### config.mk
export PLATFORM = sky130hd
export DESIGN_NAME = muldiv_sequencer
export DESIGN_NICKNAME = d
export VERILOG_FILES = /design/src/rtl/muldiv_sequencer.sv
export SDC_FILE = /design/constraint.sdc
export NUM_CORES = 1
export LEC_CHECK = 0
export ABC_AREA = 1
export BUFFER_PORTS_ARGS = -buffer_cell sky130_fd_sc_hd__buf_2
export CAP_MARGIN = 20
export CORE_UTILIZATION = 45
export CTS_BUF_LIST = sky130_fd_sc_hd__clkbuf_4 sky130_fd_sc_hd__clkbuf_8
export DETAILED_ROUTE_END_ITERATION = 10
export PLACE_DENSITY = 0.73
export SLEW_MARGIN = 20
export SYNTH_ARGS = -nofsm -noshare
export SYNTH_HDL_FRONTEND = slang
export SYNTH_SLANG_ARGS = --single-unit
### constraint.sdc
create_clock -name clk -period 12.68 [get_ports clk]
set_input_delay 3.17 -clock clk [delete_from_list [all_inputs] [get_ports clk]]
set_output_delay 3.17 -clock clk [all_outputs]
set_load 0.1 [all_outputs]
### src/rtl/muldiv_sequencer.sv
// muldiv_sequencer: 32-step shift-add multiplier / restoring divider writing HI/LO for MIPS MULT(U)/DIV(U).
// Define MULDIV_SIGNED_EN to honour op_signed (magnitude iteration plus sign fix-up on the completion edge).
module muldiv_sequencer #(
    parameter int WIDTH = 32,
    parameter int CNT_W = 6
) (
    input  logic             clk,
    input  logic             reset,
    input  logic             start,
    input  logic             op_div,
    input  logic             op_signed,
    input  logic [WIDTH-1:0] rs_val,
    input  logic [WIDTH-1:0] rt_val,
    input  logic             flush,
    input  logic             hilo_read,
    output logic             busy,
    output logic             done,
    output logic             div_by_zero,
    output logic             stall,
    output logic [WIDTH-1:0] hi,
    output logic [WIDTH-1:0] lo
);
    typedef enum logic [1:0] {IDLE, MUL, DIV} state_t;
    state_t             state_q;
    logic [CNT_W-1:0]   cnt_q;
    logic [2*WIDTH:0]   acc_q, acc_d;
    logic [WIDTH-1:0]   b_q, a_mag, b_mag, diff;
    logic [WIDTH:0]     sum, shr;
    logic               ge;
    logic [2*WIDTH-1:0] res, res_fix;

    assign stall = busy & (hilo_read | start);

`ifdef MULDIV_SIGNED_EN
    logic neg_p_q, neg_r_q, sa, sb;
    assign sa    = op_signed & rs_val[WIDTH-1];
    assign sb    = op_signed & rt_val[WIDTH-1];
    assign a_mag = sa ? -rs_val : rs_val;
    assign b_mag = sb ? -rt_val : rt_val;
    assign res_fix = (state_q == DIV)
        ? {neg_r_q ? -res[2*WIDTH-1:WIDTH] : res[2*WIDTH-1:WIDTH], neg_p_q ? -res[WIDTH-1:0] : res[WIDTH-1:0]}
        : (neg_p_q ? -res : res);
`else
    logic unused_op_signed;
    assign unused_op_signed = op_signed;
    assign a_mag   = rs_val;
    assign b_mag   = rt_val;
    assign res_fix = res;
`endif

    // acc holds {carry, upper, multiplier} for MUL and {0, remainder, dividend/quotient} for DIV
    always_comb begin
        sum   = {1'b0, acc_q[2*WIDTH-1:WIDTH]} + {1'b0, b_q};
        shr   = acc_q[2*WIDTH-1:WIDTH-1];
        ge    = shr >= {1'b0, b_q};
        diff  = shr[WIDTH-1:0] - b_q;
        acc_d = (state_q == DIV) ? {1'b0, ge ? diff : shr[WIDTH-1:0], acc_q[WIDTH-2:0], ge}
              : acc_q[0]         ? {1'b0, sum, acc_q[WIDTH-1:1]}
              :                    {1'b0, acc_q[2*WIDTH:1]};
        res   = acc_d[2*WIDTH-1:0];
    end

    always_ff @(posedge clk or posedge reset) begin
        if (reset) begin
            state_q     <= IDLE;
            cnt_q       <= '0;
            acc_q       <= '0;
            b_q         <= '0;
            busy        <= 1'b0;
            done        <= 1'b0;
            div_by_zero <= 1'b0;
            hi          <= '0;
            lo          <= '0;
`ifdef MULDIV_SIGNED_EN
            neg_p_q     <= 1'b0;
            neg_r_q     <= 1'b0;
`endif
        end else begin
            done        <= 1'b0;
            div_by_zero <= 1'b0;
            if (state_q == IDLE) begin
                if (start && !flush) begin
                    if (op_div && rt_val == '0) begin
                        hi          <= rs_val;
                        lo          <= '1;
                        done        <= 1'b1;
                        div_by_zero <= 1'b1;
                    end else begin
                        state_q <= op_div ? DIV : MUL;
                        busy    <= 1'b1;
                        cnt_q   <= '0;
                        acc_q   <= {{(WIDTH+1){1'b0}}, op_div ? a_mag : b_mag};
                        b_q     <= op_div ? b_mag : a_mag;
`ifdef MULDIV_SIGNED_EN
                        neg_p_q <= sa ^ sb;
                        neg_r_q <= sa;
`endif
                    end
                end
            end else if (flush) begin
                state_q <= IDLE;
                busy    <= 1'b0;
            end else begin
                acc_q <= acc_d;
                cnt_q <= cnt_q + 1'b1;
                if (cnt_q == CNT_W'(WIDTH-1)) begin
                    state_q  <= IDLE;
                    busy     <= 1'b0;
                    done     <= 1'b1;
                    {hi, lo} <= res_fix;
                end
            end
        end
    end
endmodule

==> flow_metrics.env, run 1 <==
export IMPL_grt_first_pass_wirelength_mm=75.6
export IMPL_cpPeakStageDelay_ns=0.42
export IMPL_drv_slew=0
export IMPL_main_combinational_cell_family_by_area_after_synthesis="simple AND/OR/NAND/NOR gates"
export IMPL_synth_fa_ha_area_share_pct=6.36
export IMPL_die_width_um=175
export IMPL_synth_seq_cells=171
export IMPL_timing_critical_path_from_type="input pin"
export IMPL_nFillCells=3023
export IMPL_postPlaceCellArea_mm2=0.0143
export IMPL_total_negative_setup_slacks_ns=0
export IMPL_ctsHoldBuffers=0
export IMPL_grt_pass1_vias=13700
export IMPL_nets=2294
export IMPL_critPathArrivalTime_ns=3.78
export IMPL_final_min_period_over_clock_period_pct=54.8
export IMPL_cts_tree="built"
export IMPL_worst_path_dominant_cell_family="buffers and inverters"
export IMPL_synth_simple_area_share_pct=31.5
export IMPL_worst_skew_pair_late_latency_ns=0.50
export IMPL_gate_count_post_synth=2070
export IMPL_cts_root_to_sink_buffers=2
export IMPL_drt_first_iter_violations=1354
export IMPL_via_count=14400
export IMPL_gp_routability_congestion=0.934
export IMPL_grt_overflow_total=0
export IMPL_post_synth_instance_area_mm2=0.0134
export IMPL_ratio_of_cells_with_drive_above_1_in_the_final_layout_pct=10.6
export IMPL_seq_area_frac_synth_pct=31.9
export IMPL_grt_use_total_pct=32.0
export IMPL_grt_start_max_net_pins=93
export IMPL_num_antenna_cells=0
export IMPL_dp_final_hpwl_mm=37.0
export IMPL_cts_repair_resize_count=0
export IMPL_final_seq_area_mm2=0.00428
export IMPL_area_growth_syn_to_layout_pct=10.2
export IMPL_place_port_buffers=137
export IMPL_muxShareOfSynthArea_pct=0
export IMPL_post_drt_wl_per_cell_um=18.7
export IMPL_power_density_cell_area_mw_per_mm2=286
export IMPL_critical_path_peak_fanout=2
export IMPL_max_vdd_ir_drop_uv=160
export IMPL_layout_common_cells="sky130_fd_sc_hd__nand2_1, sky130_fd_sc_hd__inv_1, sky130_fd_sc_hd__nor2_1, sky130_fd_sc_hd__dfrtp_1, sky130_fd_sc_hd__o21ai_0"
export IMPL_crit_slowest_cell="sky130_fd_sc_hd__buf_2"
export IMPL_clock_tree_htree_level_count=4
export IMPL_antenna_violating_nets_post_route=0
export IMPL_most_common_cell_after_layout_fill_and_taps_aside="sky130_fd_sc_hd__nand2_1"
export IMPL_run_status="complete, no violations"
export IMPL_yosysWarningCount=0
export IMPL_hold_class="reg2reg"
export IMPL_drcViolationCount=0
export IMPL_multiInputGateArea_mm2=0.00777
export IMPL_worst_setup_path_end_kind="primary output"
export IMPL_postSynthAreaPerCell_um2=6.49
export IMPL_postCtsSetupBuffers=0
export IMPL_core_region_area_mm2=0.0290
export IMPL_hold_violations=0
export IMPL_clock_root_buffer="sky130_fd_sc_hd__clkbuf_8"
export IMPL_critical_path_rt_ns=9.51
export IMPL_critical_path_buf_inv_count=2
export IMPL_compound_gate_fraction_of_synth_area_pct=18.6
export IMPL_critical_path_cell_chain="buf_2 -> nor2_1 -> nor2_1 -> buf_2"
export IMPL_cts_buffers=17
export IMPL_num_io_pins=139
export IMPL_numClockSinks=171
export IMPL_finalWorstPathRequiredPeriod_ns=6.95
export IMPL_unrepaired_setup_endpoints_after_global_routing="false"
export IMPL_critPathKind="in2out"
export IMPL_totalWireLength_mm=47.8
export IMPL_layout_cell_area_non_filler_mm2=0.0148
export IMPL_fmax_mhz=144
export IMPL_postSynthNetCount=2208
export IMPL_clock_skew_final_ns=0.0131
export IMPL_std_cell_rows=62
export IMPL_setup_viol=0
export IMPL_cellLeakagePower_nw=7.98
export IMPL_max_cap_violations=0
export IMPL_antenna_found_initial=0
export IMPL_die_area_mm2=0.0305
export IMPL_synth_lib_cells_used_distinct=41
export IMPL_start_util_pct=46.3
export IMPL_max_slew_margin_pct=30.2
export IMPL_worstMarginPinSlew_ns=1.04
export IMPL_cts_reportedPaths_clkPinSlew_ns=0.10
export IMPL_synthXorXnorAreaFrac_pct=1.17
export IMPL_die_height_um=175
export IMPL_drt_first_pass_iters=6
export IMPL_route_detailed_vias_per_inst=5.65
## per-layer routing
metal | GRT usage [%] | share of wire [%]
met4 | 9.64 | 2.5
met3 | 4.24 | 8.4
met2 | 48.8 | 44
met1 | 46.9 | 46
met5 | 0 | 0
## sequential cells by signal (all words and copies together), names as in the netlist
signal	count
done	1
div_by_zero	1
b_q	32
acc_q	64
cnt_q	6
lo	32
hi	32
busy	1
state_q	2
## cell families (layout without fill, tap and decap cells)
kind of cell / after synthesis / in the layout
XOR/XNOR: 18 / 18
buffers and inverters: 361 / 460
AND/OR/NAND/NOR: 1014 / 1014
AO/OA/AOI/OAI: 439 / 439
adder cells (fa/ha/maj): 67 / 67
flip-flops: 171 / 171
## cell usage after synthesis, drive strengths merged
cell type | number | area share (%)
nand2 | 618 | 18
inv | 279 | 7.8
nor2 | 183 | 5.4
dfrtp | 171 | 32
o21ai | 162 | 6.0
a21oi | 146 | 5.5
nand3 | 146 | 5.6
ha | 65 | 6.1
clkbuf | 56 | 1.6
o211ai | 42 | 2.5
o22ai | 35 | 1.6
o31ai | 33 | 1.8
buf | 24 | 1.0
nand4 | 21 | 0.98
nor3 | 15 | 0.56
or2 | 13 | 0.61
o21bai | 12 | 0.67
xnor2 | 11 | 0.72
a31oi | 8 | 0.37
nand3b | 8 | 0.45
xor2 | 7 | 0.46
nor4 | 5 | 0.23
and2 | 3 | 0.14
clkinv | 2 | 0.056
fa | 2 | 0.30
and3 | 1 | 0.047
nor3b | 1 | 0.056
o21a | 1 | 0.056
## per-stage QoR
stage	setup slack (ns)	utilization, %	hold WS (ns)	power, mW	instances
after floorplan	4.88	-	0.456	2.92	2070
after global placement	5.71	49.5	0.465	3.67	2521
after detailed placement	5.72	49.5	0.473	3.71	2521
after CTS	5.72	51.0	0.498	4.17	2553
after global routing	5.71	51.0	0.518	4.61	2553
final	5.73	51.0	0.493	4.24	2553
## report_power, final
| group | internal, mW | switching [mW] |
|---|---|---|
| logic | 0.876 | 2.01 |
| clock network | 0.206 | 0.242 |
| registers | 0.703 | 0.203 |
## cell type report
class | instances | area share, %
clock buffers | 18 | 1.63
clock inverters | 14 | 1.35
inverters | 281 | 7.16
multi-input cells | 1538 | 52.5
flip-flops and latches | 171 | 28.9
well taps | 384 | 3.25
repair buffers | 147 | 5.18
## final timing paths
path	to	slack (ns)	startpoint	cells past startpoint
min reg2reg	lo[11]	0.49	lo[11]	2
max	stall	5.73	start	4
min	lo[11]	0.49	lo[11]	2
max reg2reg	hi[10]	8.80	b_q[12]	17
min in group asynchronous	acc_q[2]	2.80	reset	2
max in group asynchronous	b_q[25]	8.62	reset	3
## worst reg2reg max path, cell delays in order, from the launching register on
cell	delay, ns
sky130_fd_sc_hd__dfrtp_1	0.47
sky130_fd_sc_hd__inv_1	0.12
sky130_fd_sc_hd__ha_1	0.35
sky130_fd_sc_hd__nand2_1	0.14
sky130_fd_sc_hd__inv_1	0.05
sky130_fd_sc_hd__nand2_1	0.06
sky130_fd_sc_hd__nand3_1	0.15
sky130_fd_sc_hd__nand2_1	0.11
sky130_fd_sc_hd__nand2_1	0.09
sky130_fd_sc_hd__inv_1	0.10
sky130_fd_sc_hd__nand2_2	0.07
sky130_fd_sc_hd__nand2_2	0.30
sky130_fd_sc_hd__nand2_4	0.47
sky130_fd_sc_hd__nor2_1	0.81
sky130_fd_sc_hd__nand2_1	0.10
sky130_fd_sc_hd__nand3_1	0.10
sky130_fd_sc_hd__nand2_1	0.15
sky130_fd_sc_hd__a21oi_1	0.18
No activity file was read; power rests on OpenSTA's default activity.
==> run 2, diff against run 1 <==
--- a/config.mk
+++ b/config.mk
@@ -5,13 +5,13 @@
 export SDC_FILE = /design/constraint.sdc
 export NUM_CORES = 1
 export LEC_CHECK = 0
-export ABC_AREA = 1
+export ABC_AREA = 0
 export BUFFER_PORTS_ARGS = -buffer_cell sky130_fd_sc_hd__buf_2
 export CAP_MARGIN = 20
 export CORE_UTILIZATION = 45
 export CTS_BUF_LIST = sky130_fd_sc_hd__clkbuf_4 sky130_fd_sc_hd__clkbuf_8
 export DETAILED_ROUTE_END_ITERATION = 10
-export PLACE_DENSITY = 0.73
+export PLACE_DENSITY = 0.75
 export SLEW_MARGIN = 20
 export SYNTH_ARGS = -nofsm -noshare
 export SYNTH_HDL_FRONTEND = slang
==> constraint.sdc (replaced) <==
create_clock -name clk -period 6.1 [get_ports clk]
set_input_delay 1.525 -clock clk [delete_from_list [all_inputs] [get_ports clk]]
set_output_delay 1.525 -clock clk [all_outputs]
set_load 0.1 [all_outputs]
==> run 2 against run 1 <==
Against the previous run:
- area after synthesis shrank 5.9%
- cell count shrank 20%
- clock-buffer cell count is the same
- hold slack lost 0.0092 ns
- via count shrank 14%
- die area shrank 5.9%
- synthesized cell count shrank 23%
- critical path type is now in2reg
- critical endpoint is now acc_q[33]
- highest routed layer unchanged
==> flow_metrics.env, run 2 <==
export IMPL_synth_enable_flop_cells=0
export IMPL_drt_first_pass_iters=7
export IMPL_layout_common_cells="sky130_fd_sc_hd__a21oi_1, sky130_fd_sc_hd__nand2_1, sky130_fd_sc_hd__nor2_1, sky130_fd_sc_hd__dfrtp_1, sky130_fd_sc_hd__o21ai_0"
export IMPL_postSynth_asyncResetShare_pct=100
export IMPL_fmax_mhz=239
export IMPL_synth_largest_area_cell="sky130_fd_sc_hd__dfrtp_1"
export IMPL_most_common_cell_after_layout_fill_and_taps_aside="sky130_fd_sc_hd__a21oi_1"
export IMPL_critPathArrivalTime_ns=4.49
export IMPL_antenna_violating_nets_post_route=0
export IMPL_start_util_pct=46.3
export IMPL_post_drt_wl_per_cell_um=19.4
export IMPL_worstMarginPinSlew_ns=1.08
export IMPL_final_min_period_over_clock_period_pct=68.7
export IMPL_dp_cells=2013
export IMPL_nets=1798
export IMPL_dp_final_hpwl_mm=28.7
export IMPL_gate_count_post_synth=1604
export IMPL_worst_skew_pair_late_latency_ns=0.48
export IMPL_postCtsSetupBuffers=0
export IMPL_critical_path_peak_fanout=115
export IMPL_max_slew_margin_pct=28.0
export IMPL_ratio_of_cells_with_drive_above_1_in_the_final_layout_pct=13.0
export IMPL_critical_path_rt_ns=6.40
export IMPL_area_growth_syn_to_layout_pct=9.84
export IMPL_synth_seq_cells=171
export IMPL_cts_tree="built"
export IMPL_postPlaceCellArea_mm2=0.0135
export IMPL_cts_root_to_sink_buffers=2
export IMPL_synth_lib_cells_used_distinct=78
export IMPL_grt_use_total_pct=27.3
export IMPL_die_height_um=170
export IMPL_synthDominantCellAreaShare_pct=33.9
export IMPL_power_density_cell_area_mw_per_mm2=497
export IMPL_unrepaired_setup_endpoints_after_global_routing="false"
export IMPL_place_port_buffers=137
export IMPL_registers_top_by_ff_count="acc_q"
export IMPL_critPathKind="in2reg"
export IMPL_cts_repair_resize_count=0
export IMPL_rrSetupSlack_ns=1.97
export IMPL_postSynthAreaPerCell_um2=7.87
export IMPL_max_cap_violations=0
export IMPL_cellLeakagePower_nw=6.42
export IMPL_setup_viol=0
export IMPL_clock_tree_htree_level_count=4
export IMPL_grt_overflow_total=0
export IMPL_drv_slew=0
export IMPL_die_area_mm2=0.0287
export IMPL_drcViolationCount=0
export IMPL_totalWireLength_mm=39.6
export IMPL_layout_cell_area_non_filler_mm2=0.0139
export IMPL_numClockSinks=171
export IMPL_finalNonFillerCells=2045
export IMPL_synth_most_common_cell="sky130_fd_sc_hd__a21oi_1"
export IMPL_num_antenna_cells=0
export IMPL_max_vdd_ir_drop_uv=219
export IMPL_design_power_total_mw=6.89
export IMPL_postSynthNetCount=1742
export IMPL_run_status="complete, no violations"
export IMPL_grt_first_pass_wirelength_mm=61.3
export IMPL_finalWorstPathRequiredPeriod_ns=4.19
export IMPL_synth_top_cells_by_count="sky130_fd_sc_hd__a21oi_1, sky130_fd_sc_hd__nand2_1, sky130_fd_sc_hd__nor2_1"
export IMPL_ctsHoldBuffers=0
export IMPL_largest_register_ff_count=64
export IMPL_die_width_um=170
export IMPL_synth_top_cells_by_area="sky130_fd_sc_hd__dfrtp_1, sky130_fd_sc_hd__a21oi_1, sky130_fd_sc_hd__ha_1"
export IMPL_seq_area_frac_synth_pct=33.9
export IMPL_hold_class="reg2reg"
export IMPL_hold_violations=0
export IMPL_clock_skew_final_ns=0.0214
export IMPL_timing_critical_path_from_type="input pin"
export IMPL_grt_start_max_net_pins=172
export IMPL_via_count=12400
export IMPL_yosysWarningCount=0
export IMPL_cts_buffers=17
export IMPL_std_cell_rows=60
export IMPL_grt_pass1_vias=11400
export IMPL_num_io_pins=139
export IMPL_drt_first_iter_violations=1079
export IMPL_total_negative_setup_slacks_ns=0
export IMPL_clock_root_buffer="sky130_fd_sc_hd__clkbuf_8"
export IMPL_post_synth_instance_area_mm2=0.0126
export IMPL_gp_routability_congestion=0.912
export IMPL_core_region_area_mm2=0.0273
export IMPL_cts_reportedPaths_clkPinSlew_ns=0.11
export IMPL_worst_setup_path_end_kind="register"
export IMPL_antenna_found_initial=0
export IMPL_route_detailed_vias_per_inst=6.08
export IMPL_synth_main_ff_cell="sky130_fd_sc_hd__dfrtp_1"
run 2: cell count changes in the layout (fill, tap and decap cells not counted), moves of 30 or more:
cell	change
sky130_fd_sc_hd__a21oi_1	+83
sky130_fd_sc_hd__o211ai_1	-30
sky130_fd_sc_hd__mux2i_1	+81
sky130_fd_sc_hd__inv_1	-222
sky130_fd_sc_hd__nand2_1	-410
sky130_fd_sc_hd__nand3_1	-112
run 2: cell families (layout without fill, tap and decap cells):
logic type / Yosys count / after routing / synth area share [%]
AOI/OAI and AO/OA: 564 / 564 / 26.5
and+or+nand+nor: 502 / 502 / 17.3
DFF: 171 / 171 / 33.9
buffers and inverters: 168 / 237 / 5.44
muxes: 89 / 89 / 7.13
adders and majority gates: 67 / 67 / 6.76
xor gates and xnor gates: 43 / 43 / 2.98
run 2: final timing paths:
check | startpoint | to | cells past startpoint
worst min register to register | lo[10] | lo[10] | 2
min in group asynchronous | reset | lo[23] | 3
max in group asynchronous | reset | state_q[1] | 3
worst min-delay path | lo[10] | lo[10] | 2
worst max register to register | acc_q[31] | acc_q[54] | 13
worst max-delay path | rt_val[3] | acc_q[33] | 8
run 2: where the power goes:
part,switching (mW),leakage [nW],internal [mW]
Combinational,2.63,4.13,1.54
Clock,0.495,0.212,0.358
Sequential,0.448,2.08,1.42
Total,3.58,6.42,3.31
run 2: cell type report:
type                    instances  area, um2
fillers                      2586      13400
multi-input cells            1265       7690
flip-flops and latches        171       4280
repair buffers                153        821
well taps                     372        465
clock buffers                  18        248
inverters                      52        199
clock inverters                14        169
run 2: layer usage:
metal | routed length [um] | vias to the layer above | GRT usage (%)
met2 | 18200 | 539 | 43.4
met1 | 17400 | 5928 | 37.9
met3 | 2840 | 77 | 3.54
met5 | 0 | - | 0
met4 | 1210 | 0 | 10.3
li1 | - | 5894 | -
run 2: worst max-delay path, cell delays in order:
cell and delay [ns]:
sky130_fd_sc_hd__buf_2 0.12, sky130_fd_sc_hd__nor4_1 0.79, sky130_fd_sc_hd__nand4_1 0.21, sky130_fd_sc_hd__nor3_1 0.41, sky130_fd_sc_hd__nor2_1 0.18, sky130_fd_sc_hd__o21ai_4 0.11
sky130_fd_sc_hd__buf_4 0.86, sky130_fd_sc_hd__o21ai_0 0.25
run 2: per-stage QoR:
stage | worst slack, ns | hold WS (ns) | util [%]
6_report | 1.91 | 0.484 | 50.9
5_1_grt | 1.71 | 0.510 | 50.9
4_1_cts | 2.00 | 0.490 | 50.9
3_5_place_dp | 1.50 | 0.465 | 49.4
3_3_place_gp | 1.60 | 0.456 | 49.4
2_1_floorplan | 2.32 | 0.466 | -
